<file path="src/rtl/mem_arbiter.sv">
// mem_arbiter
//   Shares one memory port between the instruction fetch unit (master 0, IFU)
//   and the load/store unit (master 1, LSU). Accesses are serialised, so at
//   most one transaction is outstanding. The LSU has fixed priority when both
//   masters request in the same IDLE cycle. A response timeout turns a hung
//   slave into an error response, so the core never stalls forever.
//
//   State   | meaning
//   --------+------------------------------------------------------------
//   IDLE    | no transaction; arbitrate; stray slave responses dropped
//   REQ     | owner's request forwarded to the slave, waiting for s_req_ready
//   RESP    | waiting for the slave response (or timeout) and owner accept
//
// Ports
//   clk, rst                 clock, asynchronous active-high reset
//   ifu_req_* / ifu_resp_*   IFU read-only request and response channels
//   lsu_req_* / lsu_resp_*   LSU read/write request and response channels
//   s_req_* / s_resp_*       slave request and response channels
//   busy                     a transaction is in flight (state != IDLE)
//   owner_lsu                the current or most recent owner is the LSU
module mem_arbiter #(
    parameter int ADDR_W  = 32,
    parameter int DATA_W  = 32,
    parameter int TIMEOUT = 255
) (
    input  logic                  clk,
    input  logic                  rst,
    input  logic                  ifu_req_valid,
    output logic                  ifu_req_ready,
    input  logic [ADDR_W-1:0]     ifu_addr,
    output logic                  ifu_resp_valid,
    input  logic                  ifu_resp_ready,
    output logic [DATA_W-1:0]     ifu_rdata,
    output logic                  ifu_resp_err,
    input  logic                  lsu_req_valid,
    output logic                  lsu_req_ready,
    input  logic [ADDR_W-1:0]     lsu_addr,
    input  logic                  lsu_wen,
    input  logic [DATA_W-1:0]     lsu_wdata,
    input  logic [DATA_W/8-1:0]   lsu_wmask,
    output logic                  lsu_resp_valid,
    input  logic                  lsu_resp_ready,
    output logic [DATA_W-1:0]     lsu_rdata,
    output logic                  lsu_resp_err,
    output logic                  s_req_valid,
    input  logic                  s_req_ready,
    output logic [ADDR_W-1:0]     s_addr,
    output logic                  s_wen,
    output logic [DATA_W-1:0]     s_wdata,
    output logic [DATA_W/8-1:0]   s_wmask,
    input  logic                  s_resp_valid,
    output logic                  s_resp_ready,
    input  logic [DATA_W-1:0]     s_rdata,
    output logic                  busy,
    output logic                  owner_lsu
);

    localparam logic [1:0]  ST_IDLE = 2'd0;
    localparam logic [1:0]  ST_REQ  = 2'd1;
    localparam logic [1:0]  ST_RESP = 2'd2;
    localparam logic [15:0] TO_CNT  = 16'(TIMEOUT);

    logic [1:0]        state_q, state_d;
    logic              owner_q, owner_d;
    logic [15:0]       cnt_q, cnt_d;

    logic              own_req_valid;
    logic              own_resp_ready;
    logic              timed_out;
    logic              req_ready;
    logic              resp_valid;
    logic              resp_err;
    logic [DATA_W-1:0] resp_rdata;

    assign own_req_valid  = owner_q ? lsu_req_valid  : ifu_req_valid;
    assign own_resp_ready = owner_q ? lsu_resp_ready : ifu_resp_ready;

    // A slave response arriving on the cycle the counter hits TIMEOUT wins.
    assign timed_out = (state_q == ST_RESP) && (cnt_q == TO_CNT) && !s_resp_valid;

    always_comb begin
        state_d      = state_q;
        owner_d      = owner_q;
        cnt_d        = cnt_q;
        s_req_valid  = 1'b0;
        s_addr       = '0;
        s_wen        = 1'b0;
        s_wdata      = '0;
        s_wmask      = '0;
        s_resp_ready = 1'b0;
        req_ready    = 1'b0;
        resp_valid   = 1'b0;
        resp_err     = 1'b0;
        resp_rdata   = '0;

        case (state_q)
            ST_IDLE: begin
                s_resp_ready = 1'b1;
                if (lsu_req_valid) begin
                    owner_d = 1'b1;
                    state_d = ST_REQ;
                end else if (ifu_req_valid) begin
                    owner_d = 1'b0;
                    state_d = ST_REQ;
                end
            end

            ST_REQ: begin
                s_req_valid = own_req_valid;
                req_ready   = s_req_ready;
                if (owner_q) begin
                    s_addr  = lsu_addr;
                    s_wen   = lsu_wen;
                    s_wdata = lsu_wdata;
                    s_wmask = lsu_wmask;
                end else begin
                    s_addr  = ifu_addr;
                end
                // A dropped owner valid just keeps us waiting here; no re-arbitration.
                if (own_req_valid && s_req_ready) begin
                    cnt_d   = '0;
                    state_d = ST_RESP;
                end
            end

            ST_RESP: begin
                resp_valid   = s_resp_valid | timed_out;
                resp_err     = timed_out;
                resp_rdata   = timed_out ? '0 : s_rdata;
                s_resp_ready = timed_out ? 1'b0 : own_resp_ready;
                if (resp_valid && own_resp_ready) begin
                    state_d = ST_IDLE;
                end else if (!s_resp_valid && (cnt_q != TO_CNT)) begin
                    cnt_d = cnt_q + 16'd1;
                end
            end

            default: begin
                state_d = ST_IDLE;
            end
        endcase
    end

    // Non-owner outputs are forced to zero.
    assign ifu_req_ready  = req_ready  & ~owner_q;
    assign lsu_req_ready  = req_ready  &  owner_q;
    assign ifu_resp_valid = resp_valid & ~owner_q;
    assign lsu_resp_valid = resp_valid &  owner_q;
    assign ifu_resp_err   = resp_err   & ~owner_q;
    assign lsu_resp_err   = resp_err   &  owner_q;
    assign ifu_rdata      = owner_q ? '0 : resp_rdata;
    assign lsu_rdata      = owner_q ? resp_rdata : '0;

    assign busy      = (state_q != ST_IDLE);
    assign owner_lsu = owner_q;

    always_ff @(posedge clk or posedge rst) begin
        if (rst) begin
            state_q <= ST_IDLE;
            owner_q <= 1'b0;
            cnt_q   <= '0;
        end else begin
            state_q <= state_d;
            owner_q <= owner_d;
            cnt_q   <= cnt_d;
        end
    end

endmodule

</file>
<file path="config.mk">
export PLATFORM = sky130hd
export DESIGN_NAME = mem_arbiter
export DESIGN_NICKNAME = d
export VERILOG_FILES = /design/src/rtl/mem_arbiter.sv
export SDC_FILE = /design/constraint.sdc
export NUM_CORES = 1
export LEC_CHECK = 0
export ABC_CLOCK_PERIOD_IN_PS = 3650
export BUFFER_PORTS_ARGS = -buffer_cell sky130_fd_sc_hd__clkbuf_2
export CORE_AREA = 4 4 107 109
export CTS_CLUSTER_SIZE = 20
export DETAILED_ROUTE_END_ITERATION = 7
export DIE_AREA = 0 0 111 113
export PLACE_DENSITY_LB_ADDON = 0.05
export SLEW_MARGIN = 20
export SYNTH_ARGS = -nofsm -noshare
export SYNTH_HDL_FRONTEND = slang
export SYNTH_SLANG_ARGS = --single-unit
</file>
<file path="constraint.sdc">
create_clock -name clk -period 3.65 [get_ports clk]
set_input_delay 0.365 -clock clk [delete_from_list [all_inputs] [get_ports clk]]
set_output_delay 0.365 -clock clk [all_outputs]
set_load 0.01 [all_outputs]
</file>
After elaboration in Yosys (flattened, before gate mapping)
Cells that the tools add are included.
{"block": "totals", "regBits": 19, "elab_cells": 65}
{"block": "classes", "n_addsub": 1, "eq_ne": 9, "muxes": 31, "bitwise_logic": 8, "n_reduce_logical": 13}
{"operator": "$mux 32", "count": 8}
{"operator": "$mux 16", "count": 3}
{"operator": "$pmux 16 s2", "count": 1}
{"operator": "$add 16x1->16 const B", "count": 1}
{"operator": "$eq 16x8->1 const B", "count": 1}
{"operator": "$ne 16x8->1 const B", "count": 1}
{"operator": "$mux 1", "count": 11}
{"operator": "$mux 2", "count": 4}
{"operator": "$mux 4", "count": 2}
{"operator": "$and 1x1->1", "count": 6}
{"operator": "$pmux 2 s3", "count": 1}
{"operator": "$reduce_bool 2->1", "count": 3}
{"operator": "$logic_and 1x1->1", "count": 5}
{"operator": "$ne 2x1->1 const B", "count": 2}
{"operator": "$ne 2x2->1 const B", "count": 2}
{"operator": "$reduce_and 4->1", "count": 1}
{"operator": "$ne 3x3->1 const B", "count": 1}
{"operator": "$reduce_and 3->1", "count": 1}
{"operator": "$eq 2x1->1 const B", "count": 1}
{"operator": "$eq 2x2->1 const B", "count": 1}
{"operator": "$logic_not 2->1", "count": 1}
{"operator": "$pmux 1 s2", "count": 1}
{"operator": "$reduce_and 2->1", "count": 1}
{"operator": "$logic_not 1->1", "count": 1}
{"operator": "2 further kinds", "count": 2}

Logic depth before layout (Yosys ltp)
{"block": "depth", "depth_word": 7, "ltp_mapped": 6, "mapped_depth_nobuf": 5}

Least setup slack after synthesis
Ideal clock, no wire load.
{"block": "synth_timing", "kind": "reg-to-output", "startpoint": "register cnt_q[9]", "endpoint": "output port ifu_resp_valid", "t_arrival_ns": 1.727, "t_required_ns": 3.285, "slack_ns": 1.558, "stages_incl_launch_ff": 5, "cell_sequence": "dfrtp_1 or4_1 nor4_4 nor2_1 nor3_1"}
{"block": "synth_between", "elab_chain_len": 6}
{"item": "start, declared", "line_no": "65", "source": "logic [15:0] cnt_q, cnt_d;"}
{"item": "start signal, assigned", "line_no": "165", "source": "cnt_q <= cnt_d;"}
{"item": "$eq 16x8->1", "line_no": "79", "source": "assign timed_out = (state_q == ST_RESP) && (cnt_q == TO_CNT) && !s_resp_valid;"}
{"item": "$logic_and 1x1->1 (2 in series)", "line_no": "79"}
{"item": "$or 1x1->1", "line_no": "127", "source": "resp_valid = s_resp_valid | timed_out;"}
{"item": "$mux 1", "line_no": "96", "source": "case (state_q)"}
{"item": "$and 1x1->1", "line_no": "147", "source": "assign ifu_resp_valid = resp_valid & ~owner_q;"}
{"item": "end, declared", "line_no": "31", "source": "output logic ifu_resp_valid,"}
Every way passes these cells.

Worst setup path in the final report
{"block": "layout_timing", "startpoint": "register cnt_q[9]", "endpoint": "output port ifu_rdata[6]"}
{"block": "layout_between", "elab_chain_len": 6}
{"item": "$eq 16x8->1", "line_no": "79"}
{"item": "$logic_and 1x1->1 (2 in series)", "line_no": "79"}
{"item": "$mux 32", "line_no": "129", "source": "resp_rdata = timed_out ? '0 : s_rdata;"}
{"item": "$mux 32", "line_no": "96"}
{"item": "$mux 32", "line_no": "151", "source": "assign ifu_rdata = owner_q ? '0 : resp_rdata;"}
{"item": "end, declared", "line_no": "33", "source": "output logic [DATA_W-1:0] ifu_rdata,"}
Every way passes these cells.

==> metrics.yaml <==
outcome: "finished clean"
ir_drop_mv: 0.2375
yosysTopAreaCell: "dfrtp_1"
hpwl_mm: 10.59
initial_core_util_pct: 21.97
num_vias: 3221
post-route-drc-count: 0
cts_sinks: 19
synth_cell_types: 39
crit_path_max_fanout: 32
sw_frac_of_total_pct: 52.69
seq_power_share_pct: 17.7
critPathLaunch: "cnt_q[9]$_DFFE_PP0P_"
grt_pass1_wl_mm: 18.23
r2r-end: "cnt_q[10]$_DFFE_PP0P_"
post_synth.cell_area_avg_um2: 7.420
ios: 284
clock_tree.root_cell: "clkbuf_8"
place_ws_ns: 1.237
rsz0062_at_grt: "no"
ys_seq_area_share_pct: 20.41
r2r_cells: 4
ys_seq_elements: 19
synth-main-ff-cell: "dfrtp_1"
final-hold-violation-count: 0
drive_gt1_share_pct: 51.72
final_area_um2: 3902
p_clk_share_pct: 8.0
fmax_mhz: 372.8
drt-vias-per-instance: 4.474
fin_crit_sh_pct: 73.49
placed_area_um2: 3855
power_mw: 1.958
setup_tns_ns: 0
cts.clk_slew.worst_paths_ns: 0.08
combPwrFrac_pct: 74.3
grt_max_degree: 51
num_antenna_cells: 0
internal_power_mw: 0.9261
ant_nets: 0
maxCapViolations: 0
syn_to_final_growth_pct: 67.51
grt_usage_pct: 18.25
dr.first_iter.drc_count: 100
hold_class: "input pin to async pin"
port_buffers: 283
fin_skew_ns: 0.001554
dr.pass1.iters: 4
die_y_um: 113
wire_per_inst_um: 17.04
total_leakage_power_nw: 2.394
dp_cells: 716
fin_nets: 723
final_cells: 720
routed_wirelength_mm: 12.27
netlist_top_cells_count: "and2_1 (66), and3_1 (40), mux2i_1 (38), nor2_1 (37), dfrtp_1 (19)"
place_congestion: 0.8729
critPathArrivalTime_ns: 2.32
yosysWarnings: 0
clock_latency_ns: 0.26
filler_cell_count: 1191
syn-cell-area_um2: 2330
relSlewSlack_pct: 43.99
overflow: 0
cts_setup_buffers: 0
syn_nets: 456
worst_pin_slew_ns: 0.8402
async_flop_share_pct: 100.0
coreArea_um2: 10600
htree_levels: 1
grt_pass1_vias: 3121
ctsHoldBuffers: 0
critPathKind: "register to output port"
rrSetupSlack_ns: 1.26
row_count: 38
cts_buffer_depth: 2
reg2reg_from: "owner_lsu$_DFFE_PP0P_"
p_per_area_nw_per_um2: 501.7
cts-resized-gates: 0
finalMaxSlewViolations: 0
required_ns: 3.28
endpoint_kind: "output port"
p_switching_mw: 1.032
postSynthCellCount: 314
fin_crit_ns: 2.682
yosysMostFrequentCell: "and2_1"
antenna_found_initial: 0
final.setup.worst_slack_ns: 0.9677
dieWidth_um: 111
yosys-top-cells-area: "dfrtp_1 (20%), and2_1 (18%), mux2i_1 (16%), and3_1 (11%), nor2_1 (6.0%)"
cts_tree: "yes"
synth_edf_count: 0
cts_buffers: 3
setup_viol: 0
dieArea_um2: 12540
worstSetupStartpointType: "register"
yosys.area.top_type_share_pct: 20.41
-- kinds of logic after synthesis --
group / synth area share (%)
simple gates: 49.57
mux: 16.81
buf+inv: 5.478
compound gates: 7.197
flops: 20.41
fa+ha+maj: 0.5370
-- worst max-delay path, stage by stage (launching register included) --
cell and delay (ns):
dfrtp_1 0.41, or4_1 0.64, nor2_1 0.31, a211oi_2 0.11, buf_4 0.25, and2_1 0.19
clkbuf_2 0.12
-- state kept, by name, summed over array words and instances (netlist names) --
signal and flops:
state_q 2, cnt_q 16, owner_lsu 1
-- cell usage in the layout, fill, tap and decap left out, drive strengths merged, types with 3 or more instances in the layout --
cell type / synthesis / routed
o21ai: 4 / 4
nand4: 5 / 5
nor2: 37 / 37
nor3: 6 / 6
inv: 6 / 6
a21oi: 9 / 9
or4: 7 / 7
nand3: 5 / 5
nor4: 3 / 3
mux2i: 38 / 38
and2: 66 / 66
o211ai: 3 / 3
dfrtp: 19 / 19
o31ai: 5 / 5
nand2: 15 / 15
or3: 5 / 5
buf: 8 / 4
clkbuf: 17 / 287
and3: 40 / 40
-- power groups by stage --
stage | sequential, mW | combinational [mW] | clock, mW
6_report | 0.347 | 1.45 | 0.156
5_1_grt | 0.358 | 1.59 | 0.170
4_1_cts | 0.348 | 1.49 | 0.160
3_5_place_dp | 0.352 | 1.49 | 0
3_3_place_gp | 0.352 | 1.49 | 0
2_1_floorplan | 0.258 | 0.927 | 0
-- stage by stage --
stage	hold slack (ns)	util (%)
after floorplan	0.3161	-
after global placement	0.4961	36.36
after detailed placement	0.5085	36.36
after CTS	0.2554	36.78
after global routing	0.2975	36.81
final	0.2131	36.81
-- how the worst max path moves through the flow --
stage | to
floorplan | ifu_resp_valid
global placement | cnt_q[10]$_DFFE_PP0P_
detailed placement | cnt_q[10]$_DFFE_PP0P_
CTS | ifu_rdata[6]
global route | ifu_rdata[13]
finish | ifu_rdata[6]
-- routing by layer --
metal  global-route usage, %  up-vias  part of all wire (%)
li1                        -     1628                     -
met1                   20.61     1484                    37
met2                   34.30      103                    54
met3                   5.829        6                   7.4
met4                   2.627        0                   1.1
met5                       0        -                     0
-- area by class of cell --
type	instances	area, um^2	area share (%)
clock buffers	4	45.04	1.154
flip-flops and latches	19	476.7	12.22
repair buffers	287	1446	37.06
well taps	140	175.2	4.489
multi-input cells	264	1737	44.50
inverters	6	22.52	0.5771
(Power assumes the default switching activity.)
